## src/rtl/des_pkg.sv

```systemverilog
// Shared widths, wrapper command codes, error codes and FSM state encodings.
package des_pkg;

  localparam int unsigned CMD_W    = 32;
  localparam int unsigned REGION_W = 32;
  localparam int unsigned DATA_W   = 64;
  localparam int unsigned CNT_W    = 16;
  localparam int unsigned ERR_W    = 2;

  localparam logic [CMD_W-1:0] CMD_READ_REGION = 32'd0;
  localparam logic [CMD_W-1:0] CMD_START       = 32'd1;
  localparam logic [CMD_W-1:0] CMD_TEST_MODE   = 32'd2;
  localparam logic [CMD_W-1:0] CMD_RESTART     = 32'd3;

  localparam logic [ERR_W-1:0] ERR_NONE    = 2'd0;
  localparam logic [ERR_W-1:0] ERR_RANGE   = 2'd1;
  localparam logic [ERR_W-1:0] ERR_TIMEOUT = 2'd2;

  typedef enum logic [3:0] {
    S_IDLE,
    S_CMD_ISSUE,
    S_CMD_WAIT,
    S_START_CMD,
    S_WAIT_DONE,
    S_EMIT,
    S_RESTART_CMD,
    S_NEXT,
    S_TEST_WAIT,
    S_TEST_EMIT,
    S_TEST_ADV,
    S_TEST_GUARD,
    S_FINISH,
    S_ERROR
  } seq_state_e;

  typedef enum logic [1:0] {
    HS_IDLE,
    HS_ISSUE,
    HS_RELEASE
  } hs_state_e;

endpackage

```

## src/rtl/des_cmd_handshake.sv

```systemverilog
// Four-phase cmd_valid/cmd_read handshake toward the DES wrapper with a per-phase timeout.
module des_cmd_handshake
  import des_pkg::*;
#(
  parameter int unsigned CMD_TIMEOUT = 1024
) (
  input  logic                clk,
  input  logic                rst_n,
  input  logic                start,
  input  logic [CMD_W-1:0]    cmd_in,
  input  logic [REGION_W-1:0] region_in,
  output logic                busy,
  output logic                ack,
  output logic                timeout,
  output logic [CMD_W-1:0]    cmd,
  output logic [REGION_W-1:0] region,
  output logic                cmd_valid,
  input  logic                cmd_read
);

  localparam int unsigned      TMO_W    = $clog2(CMD_TIMEOUT + 1);
  localparam logic [TMO_W-1:0] TMO_LAST = TMO_W'(CMD_TIMEOUT - 1);

  hs_state_e           state_q, state_d;
  logic [TMO_W-1:0]    cnt_q, cnt_d;
  logic [CMD_W-1:0]    cmd_q, cmd_d;
  logic [REGION_W-1:0] region_q, region_d;
  logic                valid_q, valid_d;
  logic                busy_q, busy_d;
  logic                ack_q, ack_d;
  logic                tmo_q, tmo_d;

  // State and output registers
  always_ff @(posedge clk or negedge rst_n) begin
    if (!rst_n) begin
      state_q  <= HS_IDLE;
      cnt_q    <= '0;
      cmd_q    <= '0;
      region_q <= '0;
      valid_q  <= 1'b0;
      busy_q   <= 1'b0;
      ack_q    <= 1'b0;
      tmo_q    <= 1'b0;
    end else begin
      state_q  <= state_d;
      cnt_q    <= cnt_d;
      cmd_q    <= cmd_d;
      region_q <= region_d;
      valid_q  <= valid_d;
      busy_q   <= busy_d;
      ack_q    <= ack_d;
      tmo_q    <= tmo_d;
    end
  end

  // ISSUE waits for cmd_read high, RELEASE for cmd_read low; cmd/region held throughout
  always_comb begin
    state_d  = state_q;
    cnt_d    = cnt_q;
    cmd_d    = cmd_q;
    region_d = region_q;
    valid_d  = valid_q;
    busy_d   = busy_q;
    ack_d    = 1'b0;
    tmo_d    = 1'b0;
    case (state_q)
      HS_IDLE: begin
        if (start) begin
          state_d  = HS_ISSUE;
          cmd_d    = cmd_in;
          region_d = region_in;
          valid_d  = 1'b1;
          busy_d   = 1'b1;
          cnt_d    = '0;
        end
      end
      HS_ISSUE: begin
        if (cmd_read) begin
          state_d = HS_RELEASE;
          valid_d = 1'b0;
          cnt_d   = '0;
        end else if (cnt_q == TMO_LAST) begin
          state_d  = HS_IDLE;
          valid_d  = 1'b0;
          cmd_d    = '0;
          region_d = '0;
          busy_d   = 1'b0;
          tmo_d    = 1'b1;
        end else begin
          cnt_d = cnt_q + TMO_W'(1);
        end
      end
      HS_RELEASE: begin
        if (!cmd_read) begin
          state_d  = HS_IDLE;
          cmd_d    = '0;
          region_d = '0;
          busy_d   = 1'b0;
          ack_d    = 1'b1;
        end else if (cnt_q == TMO_LAST) begin
          state_d  = HS_IDLE;
          cmd_d    = '0;
          region_d = '0;
          busy_d   = 1'b0;
          tmo_d    = 1'b1;
        end else begin
          cnt_d = cnt_q + TMO_W'(1);
        end
      end
      default: state_d = HS_IDLE;
    endcase
  end

  assign busy      = busy_q;
  assign ack       = ack_q;
  assign timeout   = tmo_q;
  assign cmd       = cmd_q;
  assign region    = region_q;
  assign cmd_valid = valid_q;

endmodule

```

## src/rtl/des_cmd_sequencer.sv

```systemverilog
// Host-side sequencer: search sweeps over a region range or test-mode ciphertext collection.
module des_cmd_sequencer
  import des_pkg::*;
#(
  parameter int unsigned CMD_TIMEOUT  = 1024,
  parameter int unsigned GUARD_CYCLES = 2
) (
  input  logic                clk,
  input  logic                rst_n,
  input  logic                go,
  input  logic                mode,
  input  logic [REGION_W-1:0] region_first,
  input  logic [REGION_W-1:0] region_last,
  input  logic [CNT_W-1:0]    test_count,
  input  logic                abort,
  output logic                busy,
  output logic                err,
  output logic [ERR_W-1:0]    err_code,
  output logic                res_valid,
  input  logic                res_ready,
  output logic [REGION_W-1:0] res_region,
  output logic [DATA_W-1:0]   res_data,
  output logic [DATA_W-1:0]   total_count,
  output logic [CMD_W-1:0]    cmd,
  output logic                cmd_valid,
  output logic [REGION_W-1:0] region,
  output logic                advance_test_cmd,
  input  logic                cmd_read,
  input  logic                done,
  input  logic                test_res_ready,
  input  logic [DATA_W-1:0]   counter,
  input  logic [DATA_W-1:0]   ciphertext
);

  localparam int unsigned      GRD_W    = $clog2(GUARD_CYCLES + 1);
  localparam logic [GRD_W-1:0] GRD_LAST = GRD_W'(GUARD_CYCLES - 1);

  seq_state_e          state_q, state_d, ret_q, ret_d;
  logic [CMD_W-1:0]    cmd_sel_q, cmd_sel_d;
  logic                mode_q, mode_d;
  logic [REGION_W-1:0] region_q, region_d, last_q, last_d;
  logic [CNT_W-1:0]    count_q, count_d, sample_q, sample_d;
  logic [GRD_W-1:0]    guard_q, guard_d;
  logic                abort_q, abort_d, busy_q, busy_d, err_q, err_d;
  logic [ERR_W-1:0]    err_code_q, err_code_d;
  logic                res_valid_q, res_valid_d, adv_q, adv_d;
  logic [REGION_W-1:0] res_region_q, res_region_d;
  logic [DATA_W-1:0]   res_data_q, res_data_d, total_q, total_d;
  logic [DATA_W:0]     sum_c;
  logic [CNT_W-1:0]    sample_inc_c;
  logic                hs_start_c, hs_busy, hs_ack, hs_timeout;

  des_cmd_handshake #(.CMD_TIMEOUT(CMD_TIMEOUT)) u_handshake (
    .clk       (clk),
    .rst_n     (rst_n),
    .start     (hs_start_c),
    .cmd_in    (cmd_sel_q),
    .region_in (region_q),
    .busy      (hs_busy),
    .ack       (hs_ack),
    .timeout   (hs_timeout),
    .cmd       (cmd),
    .region    (region),
    .cmd_valid (cmd_valid),
    .cmd_read  (cmd_read)
  );

  // State and job registers
  always_ff @(posedge clk or negedge rst_n) begin
    if (!rst_n) begin
      state_q      <= S_IDLE;
      ret_q        <= S_IDLE;
      cmd_sel_q    <= '0;
      mode_q       <= 1'b0;
      region_q     <= '0;
      last_q       <= '0;
      count_q      <= '0;
      sample_q     <= '0;
      guard_q      <= '0;
      abort_q      <= 1'b0;
      busy_q       <= 1'b0;
      err_q        <= 1'b0;
      err_code_q   <= ERR_NONE;
      res_valid_q  <= 1'b0;
      res_region_q <= '0;
      res_data_q   <= '0;
      total_q      <= '0;
      adv_q        <= 1'b0;
    end else begin
      state_q      <= state_d;
      ret_q        <= ret_d;
      cmd_sel_q    <= cmd_sel_d;
      mode_q       <= mode_d;
      region_q     <= region_d;
      last_q       <= last_d;
      count_q      <= count_d;
      sample_q     <= sample_d;
      guard_q      <= guard_d;
      abort_q      <= abort_d;
      busy_q       <= busy_d;
      err_q        <= err_d;
      err_code_q   <= err_code_d;
      res_valid_q  <= res_valid_d;
      res_region_q <= res_region_d;
      res_data_q   <= res_data_d;
      total_q      <= total_d;
      adv_q        <= adv_d;
    end
  end

  // Job sequencing; every command goes through CMD_ISSUE/CMD_WAIT and returns to ret_q
  always_comb begin
    state_d      = state_q;
    ret_d        = ret_q;
    cmd_sel_d    = cmd_sel_q;
    mode_d       = mode_q;
    region_d     = region_q;
    last_d       = last_q;
    count_d      = count_q;
    sample_d     = sample_q;
    guard_d      = guard_q;
    abort_d      = abort_q | (abort && (state_q != S_IDLE) && (state_q != S_ERROR));
    busy_d       = busy_q;
    err_d        = err_q;
    err_code_d   = err_code_q;
    res_valid_d  = res_valid_q;
    res_region_d = res_region_q;
    res_data_d   = res_data_q;
    total_d      = total_q;
    adv_d        = adv_q;
    hs_start_c   = 1'b0;
    sum_c        = (DATA_W+1)'(total_q) + (DATA_W+1)'(counter);
    sample_inc_c = sample_q + CNT_W'(1);
    case (state_q)
      S_IDLE, S_ERROR: begin
        if (go) begin
          err_d      = 1'b0;
          err_code_d = ERR_NONE;
          abort_d    = 1'b0;
          total_d    = '0;
          mode_d     = mode;
          region_d   = region_first;
          last_d     = region_last;
          count_d    = test_count;
          sample_d   = '0;
          if (region_last < region_first) begin
            err_d      = 1'b1;
            err_code_d = ERR_RANGE;
            busy_d     = 1'b0;
            state_d    = S_ERROR;
          end else begin
            busy_d    = 1'b1;
            cmd_sel_d = CMD_READ_REGION;
            ret_d     = S_START_CMD;
            state_d   = S_CMD_ISSUE;
          end
        end
      end
      S_CMD_ISSUE: begin
        if (!hs_busy) begin
          hs_start_c = 1'b1;
          state_d    = S_CMD_WAIT;
        end
      end
      S_CMD_WAIT: begin
        if (hs_timeout) begin
          err_d      = 1'b1;
          err_code_d = ERR_TIMEOUT;
          busy_d     = 1'b0;
          adv_d      = 1'b0;
          abort_d    = 1'b0;
          state_d    = S_ERROR;
        end else if (hs_ack) begin
          state_d = ret_q;
        end
      end
      S_START_CMD: begin
        cmd_sel_d = mode_q ? CMD_TEST_MODE : CMD_START;
        if (!mode_q)               ret_d = S_WAIT_DONE;
        else if (count_q == '0)    ret_d = S_RESTART_CMD;
        else                       ret_d = S_TEST_WAIT;
        state_d = S_CMD_ISSUE;
      end
      // abort is not honoured here: the wrapper ignores RESTART while running
      S_WAIT_DONE: begin
        if (done) begin
          res_valid_d  = 1'b1;
          res_region_d = region_q;
          res_data_d   = counter;
          total_d      = sum_c[DATA_W] ? '1 : sum_c[DATA_W-1:0];
          state_d      = S_EMIT;
        end
      end
      S_EMIT: begin
        if (res_ready) begin
          res_valid_d = 1'b0;
          state_d     = S_RESTART_CMD;
        end
      end
      S_RESTART_CMD: begin
        cmd_sel_d = CMD_RESTART;
        ret_d     = mode_q ? S_FINISH : S_NEXT;
        state_d   = S_CMD_ISSUE;
      end
      // compare before increment so region_last = all-ones never wraps
      S_NEXT: begin
        if ((region_q == last_q) || abort_q) begin
          state_d = S_FINISH;
        end else begin
          region_d  = region_q + REGION_W'(1);
          cmd_sel_d = CMD_READ_REGION;
          ret_d     = S_START_CMD;
          state_d   = S_CMD_ISSUE;
        end
      end
      S_TEST_WAIT: begin
        if (abort_q) begin
          state_d = S_RESTART_CMD;
        end else if (test_res_ready) begin
          res_valid_d  = 1'b1;
          res_region_d = REGION_W'(sample_q);
          res_data_d   = ciphertext;
          state_d      = S_TEST_EMIT;
        end
      end
      S_TEST_EMIT: begin
        if (res_ready) begin
          res_valid_d = 1'b0;
          adv_d       = 1'b1;
          state_d     = S_TEST_ADV;
        end
      end
      // advance has been high for at least one cycle whenever this state is evaluated
      S_TEST_ADV: begin
        if (!test_res_ready) begin
          adv_d   = 1'b0;
          guard_d = '0;
          state_d = S_TEST_GUARD;
        end
      end
      S_TEST_GUARD: begin
        if (guard_q == GRD_LAST) begin
          sample_d = sample_inc_c;
          state_d  = ((sample_inc_c == count_q) || abort_q) ? S_RESTART_CMD : S_TEST_WAIT;
        end else begin
          guard_d = guard_q + GRD_W'(1);
        end
      end
      S_FINISH: begin
        busy_d  = 1'b0;
        abort_d = 1'b0;
        state_d = S_IDLE;
      end
      default: state_d = S_IDLE;
    endcase
  end

  assign busy             = busy_q;
  assign err              = err_q;
  assign err_code         = err_code_q;
  assign res_valid        = res_valid_q;
  assign res_region       = res_region_q;
  assign res_data         = res_data_q;
  assign total_count      = total_q;
  assign advance_test_cmd = adv_q;

endmodule

```

## config.mk

```make
export PLATFORM = sky130hd
export DESIGN_NAME = des_cmd_sequencer
export DESIGN_NICKNAME = d
export VERILOG_FILES = /design/src/rtl/des_pkg.sv /design/src/rtl/des_cmd_handshake.sv /design/src/rtl/des_cmd_sequencer.sv
export SDC_FILE = /design/constraint.sdc
export NUM_CORES = 1
export LEC_CHECK = 0
export BUFFER_PORTS_ARGS = -buffer_cell sky130_fd_sc_hd__clkbuf_2
export CELL_PAD_IN_SITES_DETAIL_PLACEMENT = 1
export CELL_PAD_IN_SITES_GLOBAL_PLACEMENT = 2
export CORE_UTILIZATION = 32
export DETAILED_ROUTE_END_ITERATION = 7
export PLACE_DENSITY = 0.78
export SETUP_SLACK_MARGIN = 0.2
export SYNTH_ARGS = -nofsm -noshare
export SYNTH_HDL_FRONTEND = slang
export SYNTH_SLANG_ARGS = --single-unit
export TNS_END_PERCENT = 5
```

## constraint.sdc

```tcl
create_clock -name clk -period 3.8 [get_ports clk]
set_clock_uncertainty 0.1 [all_clocks]
set_input_delay 0.19 -clock clk [delete_from_list [all_inputs] [get_ports clk]]
set_output_delay 0.19 -clock clk [all_outputs]
set_load 0.03 [all_outputs]
```

* Word level (Yosys, flattened, before mapping)
Cells that the tools add are included. W data, S select, Z words.
Storage, ports and cells: input port bits 217, logic and storage cells 218, register bits 387, output and inout bits 231
Cells by class: reduce and logical (&&, ||, !) cells 38, equality and inequality tests 40, multiplexer cells 107, bitwise gates (word level) 1, $add $sub $neg 5, $lt $le $gt $ge 1
Operators with widths (number):
- $mux W32 | 16
- $mux W64 | 6
- $pmux W64 S2 | 2
- $pmux W32 S3 | 2
- $pmux W32 S2 | 2
- $pmux W32 S4 | 1
- $mux W4 | 20
- $add A64 B64 Y65 | 1
- $mux W11 | 4
- $pmux W4 S11 | 1
- $pmux W11 S3 | 1
- $add A32 B1 Y32 const B | 1
- $eq A32 B32 Y1 | 1
- $lt A32 B32 Y1 | 1
- $mux W16 | 2
- $pmux W16 S2 | 1
- $ne A2 B2 Y1 const B | 15
- $mux W1 | 28
- $reduce_and A3 Y1 | 9
- $eq A4 B4 Y1 const B | 6
- $mux W2 | 9
- $add A16 B1 Y16 const B | 1
- $eq A16 B16 Y1 | 1
- $eq A4 B3 Y1 const B | 4
- 31 further kinds | 57

* Depth between registers and ports, before layout
Gate-level depths: netlist of the first run.
depth in word-level cells 6, depth in mapped cells 13, gate-level depth less buffers 12

* Hierarchy
A second synthesis of the first run with hierarchy kept.
Unflattened totals: cells, all modules 2506, area, all modules 21150.3 µm²
By module, submodules not included:
- des_cmd_sequencer | sequential area each 6906.6 µm², cells each 2260, area each 17938.5 µm², instances 1
- des_cmd_handshake | sequential area each 2026.9 µm², cells each 246, area each 3211.8 µm², instances 1

* Least setup slack after synthesis of the first run
Ideal clock, no wire load.
path type flip-flop to flip-flop, start register total_q[0], in the netlist total_count[0], end register total_q[62], in the netlist total_count[62], cell stages (with the launch flop) 13, arrival time 2985 ps, library setup time 131 ps, setup slack 584 ps, cells stage by stage dfrtp_1 > ha_1 > fa_1 > a21oi_1 > o211ai_1 > o211ai_1 > a21o_1 > and3_1 > a211o_1 > a21oi_4 > a311oi_2 > nor2_1 > or3_1
Between the ends: longest elaborated chain between the ends 4
RTL lines:
- start, declared | RTL line des_cmd_sequencer.sv:48 | logic [DATA_W-1:0] res_data_q, res_data_d, total_q, total_d;
- start signal, assigned | RTL line des_cmd_sequencer.sv:106 | total_q <= total_d;
- $add A64 B64 Y65 | RTL line des_cmd_sequencer.sv:132 | sum_c = (DATA_W+1)'(total_q) + (DATA_W+1)'(counter);
- $mux W64 | RTL line des_cmd_sequencer.sv:190 | total_d = sum_c[DATA_W] ? '1 : sum_c[DATA_W-1:0];
- $mux W64 | RTL line des_cmd_sequencer.sv:186 | if (done) begin
- $pmux W64 S2 | RTL line des_cmd_sequencer.sv:134 | case (state_q)
No other way between the ends. The select of a mux whose other input is x is not followed. A chain may end at the register's enable or synchronous reset.

* Final worst setup path of the first run
start register total_q[0], in the netlist total_count[0], end register total_q[63], in the netlist total_count[63]
The elaborated chain is that of the path after synthesis.

==> results.txt, run 1 <==
Status: complete, no violations
Top-count cell post-synth: nand2_1
Syn_area_per_cell: 8.312 µm²
Num ports: 448
FMAX: 0.2863 GHz
Clk sinks: 357
Unrepaired setup endpoints after global routing: true
Final nets: 3456
Buf/Inv on CP: 2
Slowest cell on crit path: fa_1
Die Area: 66430 µm²
Top cells by area, synth: dfrtp_1 43%, nand2_1 9.4%, ha_1 6.2%
Finished Cell Area: 28150 µm²
Clk root buf: clkbuf_16
Vias/cell: 5.310
Share of cells above drive strength 1: 0.2012
Setup violations, final: 0
CTS Buffer Depth: 3
Clock slew at reported path FFs: 0.06 ns
Number of antenna violations at the first check in global routing: 5
Final hold vios: 0
Post-synth EDFFs: 0
Cells after Synth: 2518
Critical Path AT: 3.85 ns
First drt pass iteration count: 5
Synthesized Nets: 2839
Post-synth top flop: dfrtp_1
Critical Path Start Type: register
Worst Path Required: 4.16 ns
Number of synthesized register bits: 357
Sequential share of the synthesized area: 0.4269
Iteration-0 DRC Markers: 1373
CP endpoint kind: register
Final WL: 84330 µm
Placer Congestion: 0.9307
Setup tns final: 0 ns
Grt ovf: 0
CP max stage delay: 0.43 ns
Max VDD drop: 0.4620 mV
IO buf count: 447
Leak Pwr: 13.25 nW
Worst slew pin tran: 0.9239 ns
Commonest cells in the synthesized netlist: 523 x nand2_1, 357 x dfrtp_1, 232 x a21oi_1, 191 x nor2_1, 150 x a31oi_1
Clk_lat worst skew: 0.60 ns
Most used cell, CP: o211ai_1
Pwr dens: 933.0 nW/µm²
Reg2reg path depth: 14
CP cell instances: ha_1 > fa_1 > a21oi_2 > o211ai_1 > o211ai_1 > a21o_1 > and3_2 > a211o_1 > a21oi_4 > a311oi_4 > buf_4 > buf_12 > and2_4 > a21oi_1
Routed Antenna Nets: 0
Via count of the routed design: 21.39k
CTS H-tree depth: 2
First-pass GRT wire length: 131700 µm
Yosys top cell by area: dfrtp_1
Async set or reset register ratio after synthesis: 1.000
Top-area cell type share of the netlist area: 0.4269
CP top delay family: compound AO/OA/AOI/OAI gates
Mapped Area: 20930 µm²
Worst-path fanout max: 14
Total CTS buffers: 46
Starting Density: 0.3241
Die X: 257.7 µm
Final min period: 3.493 ns
Tightest Hold Check Type: input pin to async pin
Core Footprint: 64580 µm²
Placed cell areas: 24170 µm²
Overall Global Routing Usage: 0.2499
WP depth: 14
Largest net degree at the start of global routing: 99
Setup CP Type: register to register
DRC: 0
Area Growth Syn to Fin: 34.51%
Average wire per standard cell: 20.93 µm
Die H: 257.7 µm
DP HPWL: 61450 µm
Synth cell types: 80
Vias in the first global route: 22.62k
CTS tree: done
YS warnings: 0
Slew Limit Fails: 0
Max capacitance violation total: 0
Cell Rows: 93
Final period utilization: 0.9192
Relative slew slack: 0.3840
[state kept, by name, indices dropped and copies added, names as in the netlist, 32 cells and up]
name and cells:
last_q 32, region_q 32, res_data 64, res_region 32, total_count 64, u_handshake.cmd 32
u_handshake.region 32
[cell usage in the layout (no fill, tap or decap), types with 20 or more instances in the layout]
master,instances
a21o_1,47
nand4_1,27
xor2_1,53
a31oi_1,150
and3_1,23
and2_1,39
o21ai_0,144
buf_4,53
dlygate4sd3_1,220
nor2_1,189
xnor2_1,67
clkbuf_2,446
dfrtp_1,357
nand2_1,521
nand3_1,79
clkbuf_16,48
a21oi_1,231
nor2b_1,20
inv_1,61
ha_1,103
nor3_1,28
[metal layers]
| layer | GRT usage | up-vias | part of all wire |
|---|---|---|---|
| met2 | 0.4322 | 543 | 0.49 |
| li1 | - | 10055 | - |
| met4 | 0.07380 | 4 | 0.028 |
| met5 | 0 | - | 0.00032 |
| met3 | 0.04280 | 132 | 0.051 |
| met1 | 0.3179 | 10659 | 0.43 |
[worst paths after layout]
check | startpoint | endpoint | slack, ns
worst max-delay path | total_count[0]$_DFFE_PN0P_ | total_count[63]$_DFFE_PN0P_ | 0.31
min in group clk | region_first[27] | region_q[27]$_DFFE_PN0P_ | 0.05
worst max register to register | total_count[0]$_DFFE_PN0P_ | total_count[63]$_DFFE_PN0P_ | 0.31
worst min-delay path | rst_n | total_count[3]$_DFFE_PN0P_ | 0.03
worst min register to register | res_region[30]$_DFFE_PN0P_ | res_region[30]$_DFFE_PN0P_ | 0.37
max in group asynchronous | rst_n | busy$_DFFE_PN0P_ | 2.53
[area by class of cell]
cell class / count / area, µm²
timing repair buffer: 728 / 5012
tap: 855 / 1070
antenna: 3 / 7.507
clock buffer: 54 / 1272
sequential: 357 / 8934
clock inverter: 30 / 420.4
multi-input combinational: 1940 / 11200
inverter: 62 / 232.7
fill: 7754 / 36430
[what timing repair did]
item,in CTS,in global routing
endpoints found under the setup margin,1,44
pin swaps,0,4
hold buffers,220,0
gates resized for setup,0,6
gates cloned,1,1
buffers inserted,0,4
endpoints found under the hold margin,421,0
[per-stage QoR]
step / power (mW) / utilization / hold slack (ns) / setup WS [ns] / cells
3_3_place_gp: 19.90 / 0.3743 / 0.06470 / 0.3350 / 3716
4_1_cts: 26.24 / 0.4347 / 0.01092 / 0.2280 / 4021
2_1_floorplan: 15.72 / - / -0.2056 / 0.5840 / 2518
5_1_grt: 28.05 / 0.4359 / 0.04722 / 0.1398 / 4029
6_report: 26.26 / 0.4359 / 0.03159 / 0.3070 / 4029
3_5_place_dp: 20.27 / 0.3743 / 0.07538 / 0.2558 / 3716
[power by group]
group	switching [mW]	total [mW]	internal [mW]	leakage, nW
Clock	1.89	4.91	3.02	0.836
Combinational	9.14	14.4	5.22	8.05
Sequential	1.61	7.00	5.39	4.36
[cell families (layout without fill, tap and decap cells)]
group                      after synthesis  in the layout  synth area share
xor gates and xnor gates               120            120           0.05022
adders and majority gates              104            104           0.06253
AOI/OAI and AO/OA                      718            718            0.2086
buffers and inverters                  222            874           0.04227
muxes                                    6              6          0.002989
other                                    0              3                 0
DFF                                    357            357            0.4269
and+or+nand+nor                        991            992            0.2065
Note: power is estimated with default switching activity, not from simulation.
==> inputs of run 2 (changes only) <==
- CORE_UTILIZATION: 32 -> 33
- GPL_TIMING_DRIVEN: not set -> 0
- PLACE_DENSITY: 0.78 -> 0.8
- SYNTH_HIERARCHICAL: not set -> 1
==> run 2 against run 1 <==
Effect of this change:
- synthesized cell count fell by 0.48%
- power fell by 3.7%
- critical path depth rose by 1
- critical path type unchanged
- sequential power rose by 2%
- cell count rose by 3.0%
- first-iteration DRC count rose by 11%
- core utilization rose by 2.1 points
- non-clock buffer count rose by 121
==> results.txt, run 2 <==
Status: complete, no violations
Top-count cell post-synth: nand2_1
IO buf count: 447
Worst Path Required: 4.17 ns
Average wire per standard cell: 22.80 µm
Async set or reset register ratio after synthesis: 1.000
Number of diodes: 0
First drt pass iteration count: 7
Final min period: 3.730 ns
Top Metal Used: met5
Number of antenna violations at the first check in global routing: 2
YS warnings: 6
Unrepaired setup endpoints after global routing: true
Most used cell, CP: buf_6
Leak Pwr: 13.65 nW
CTS H-tree depth: 2
Top-area cell type share of the netlist area: 0.4224
Finished Cell Area: 28900 µm²
Buf/Inv on CP: 3
Starting Density: 0.3347
Number of synthesized register bits: 357
Largest net degree at the start of global routing: 105
Placer Congestion: 0.9211
Worst slew pin tran: 1.131 ns
Slew Limit Fails: 0
Max capacitance violation total: 0
Final WL: 94640 µm
Core Footprint: 63200 µm²
Grt ovf: 0
CP cell instances: ha_4 > fa_2 > a211oi_2 > o21bai_2 > o31ai_4 > a21boi_2 > o311ai_4 > o211a_1 > a221oi_4 > buf_6 > a211o_4 > nor2_4 > buf_6 > buf_12 > a21oi_2
Yosys top cell by area: dfrtp_1
Die Area: 65110 µm²
CP max stage delay: 0.43 ns
Setup CP Type: register to register
Final nets: 3590
Routed Antenna Nets: 0
FMAX: 0.2681 GHz
Critical Path AT: 4.10 ns
Overall Global Routing Usage: 0.2873
Vias/cell: 5.424
Relative slew slack: 0.2412
Filler cells: 7518
Worst-path fanout max: 6
Top cells by area, synth: dfrtp_1 42%, nand2_1 9.2%, ha_1 6.1%
Total CTS buffers: 45
Clk root buf: clkbuf_16
First-pass GRT wire length: 142800 µm
Most common cell after layout, fill and taps aside: nand2_1
Max VDD drop: 0.3727 mV
Die H: 255.2 µm
Total Power: 25.29 mW
CTS Buffer Depth: 3
Vias in the first global route: 23.77k
CTS tree: done
Iteration-0 DRC Markers: 1524
Sequential share of the synthesized area: 0.4224
DP HPWL: 69640 µm
Routed met1 length: 39640 µm
Final period utilization: 0.9815
Clk_lat worst skew: 0.60 ns
Commonest cells in the synthesized netlist: 516 x nand2_1, 357 x dfrtp_1, 215 x a21oi_1, 168 x nor2_1, 126 x clkbuf_1
Area Growth Syn to Fin: 36.64%
Num ports: 448
Post-synth top flop: dfrtp_1
Cells after Synth: 2506
Setup violations, final: 0
Cell Rows: 92
Clk sinks: 357
Synth cell types: 85
Most frequent cells in the layout: 515 x nand2_1, 456 x clkbuf_2, 356 x dfrtp_1, 216 x dlygate4sd3_1, 208 x a21oi_1
Clock slew at reported path FFs: 0.06 ns
Reg-to-reg endpoint: total_count[51]$_DFFE_PN0P_
Met2 WL post-DR: 46800 µm
Reg2reg path depth: 15
Die X: 255.2 µm
Slowest cell on crit path: dfrtp_2
Pwr dens: 875.2 nW/µm²
Placed cell areas: 24670 µm²
Via count of the routed design: 22.51k
Critical Path Start Type: register
Tightest Hold Check Type: input pin to async pin
WL met3: 4597 µm
Internal reg-to-reg setup slack: 0.07 ns
DRC: 0
Syn_area_per_cell: 8.440 µm²
Final hold vios: 0
Post-synth EDFFs: 0
Mapped Area: 21150 µm²
CP top delay family: compound AO/OA/AOI/OAI gates
Share of cells above drive strength 1: 0.1992
CP endpoint kind: register
Worst flop-to-flop path startpoint: total_count[0]$_DFFE_PN0P_
-- run 2: how the worst max path moves through the flow --
| stage | start | to | slack [ns] | depth (start not counted) |
|---|---|---|---|---|
| 2_1_floorplan | total_count[0]$_DFFE_PN0P_ | total_count[45]$_DFFE_PN0P_ | 0.42 | 13 |
| 3_3_place_gp | rst_n | res_data[44]$_DFFE_PN0P_ | -5.98 | 1 |
| 3_5_place_dp | total_count[0]$_DFFE_PN0P_ | total_count[37]$_DFFE_PN0P_ | -0.39 | 12 |
| 4_1_cts | total_count[0]$_DFFE_PN0P_ | total_count[60]$_DFFE_PN0P_ | 0.13 | 14 |
| 5_1_grt | total_count[0]$_DFFE_PN0P_ | total_count[51]$_DFFE_PN0P_ | 0.008 | 15 |
| 6_report | total_count[0]$_DFFE_PN0P_ | total_count[51]$_DFFE_PN0P_ | 0.07 | 15 |
-- run 2: kinds of logic (layout without fill, tap and decap cells) --
| family | Yosys count | in the layout | synth area share |
|---|---|---|---|
| compound gates | 742 | 742 | 0.2242 |
| xor+xnor | 112 | 112 | 0.04638 |
| fa+ha+maj | 104 | 104 | 0.06188 |
| buf+inv | 226 | 995 | 0.04247 |
| flops | 357 | 357 | 0.4224 |
| mux | 5 | 5 | 0.002425 |
| other cells | 1 | 30 | 0.0001773 |
| simple gates | 959 | 959 | 0.2001 |
-- run 2: final cells by class --
| class | instances | area, µm² | area share |
|---|---|---|---|
| Sequential cell | 357 | 8935 | 0.3092 |
| Buffer | 162 | 703.2 | 0.02433 |
| Multi-Input combinational cell | 1952 | 11680 | 0.4042 |
| Clock inverter | 23 | 311.5 | 0.01078 |
| Inverter | 64 | 240.2 | 0.008312 |
| Clock buffer | 59 | 1269 | 0.04390 |
| Tap cell | 846 | 1059 | 0.03663 |
| Timing Repair Buffer | 687 | 4701 | 0.1627 |
-- run 2: routing by layer --
layer	vias to the layer above	global-route usage
li1	10401	-
met1	11313	0.3600
met2	618	0.5016
met3	176	0.04109
met4	2	0.1016
met5	-	0
-- run 2: metrics by stage --
stage	util	setup TNS (ns)	setup WS, ns	instances	hold WS [ns]
4_1_cts	0.4527	0	0.1258	4144	0.1068
3_5_place_dp	0.3905	-11.98	-0.3878	3833	0.1715
6_report	0.4573	0	0.07039	4150	0.1170
2_1_floorplan	-	0	0.4195	2535	-0.2056
3_3_place_gp	0.3886	-2133.79	-5.979	3828	0.2890
5_1_grt	0.4573	0	0.007874	4150	0.1502
-- run 2: repair_timing --
action	in CTS	in global routing
hold buffers	216	0
endpoints found under the hold margin	218	0
setup endpoints to repair	130	144
cloned	1	0
gates resized for setup	20	74
buffers inserted	12	6
pin swaps	10	59
-- run 2: power by group --
| part | switching, mW | internal (mW) | leakage [nW] | total [mW] |
|---|---|---|---|---|
| combinational | 9.09 | 4.47 | 8.50 | 13.6 |
| clock | 1.89 | 2.72 | 0.764 | 4.61 |
| sequential | 1.63 | 5.49 | 4.39 | 7.13 |
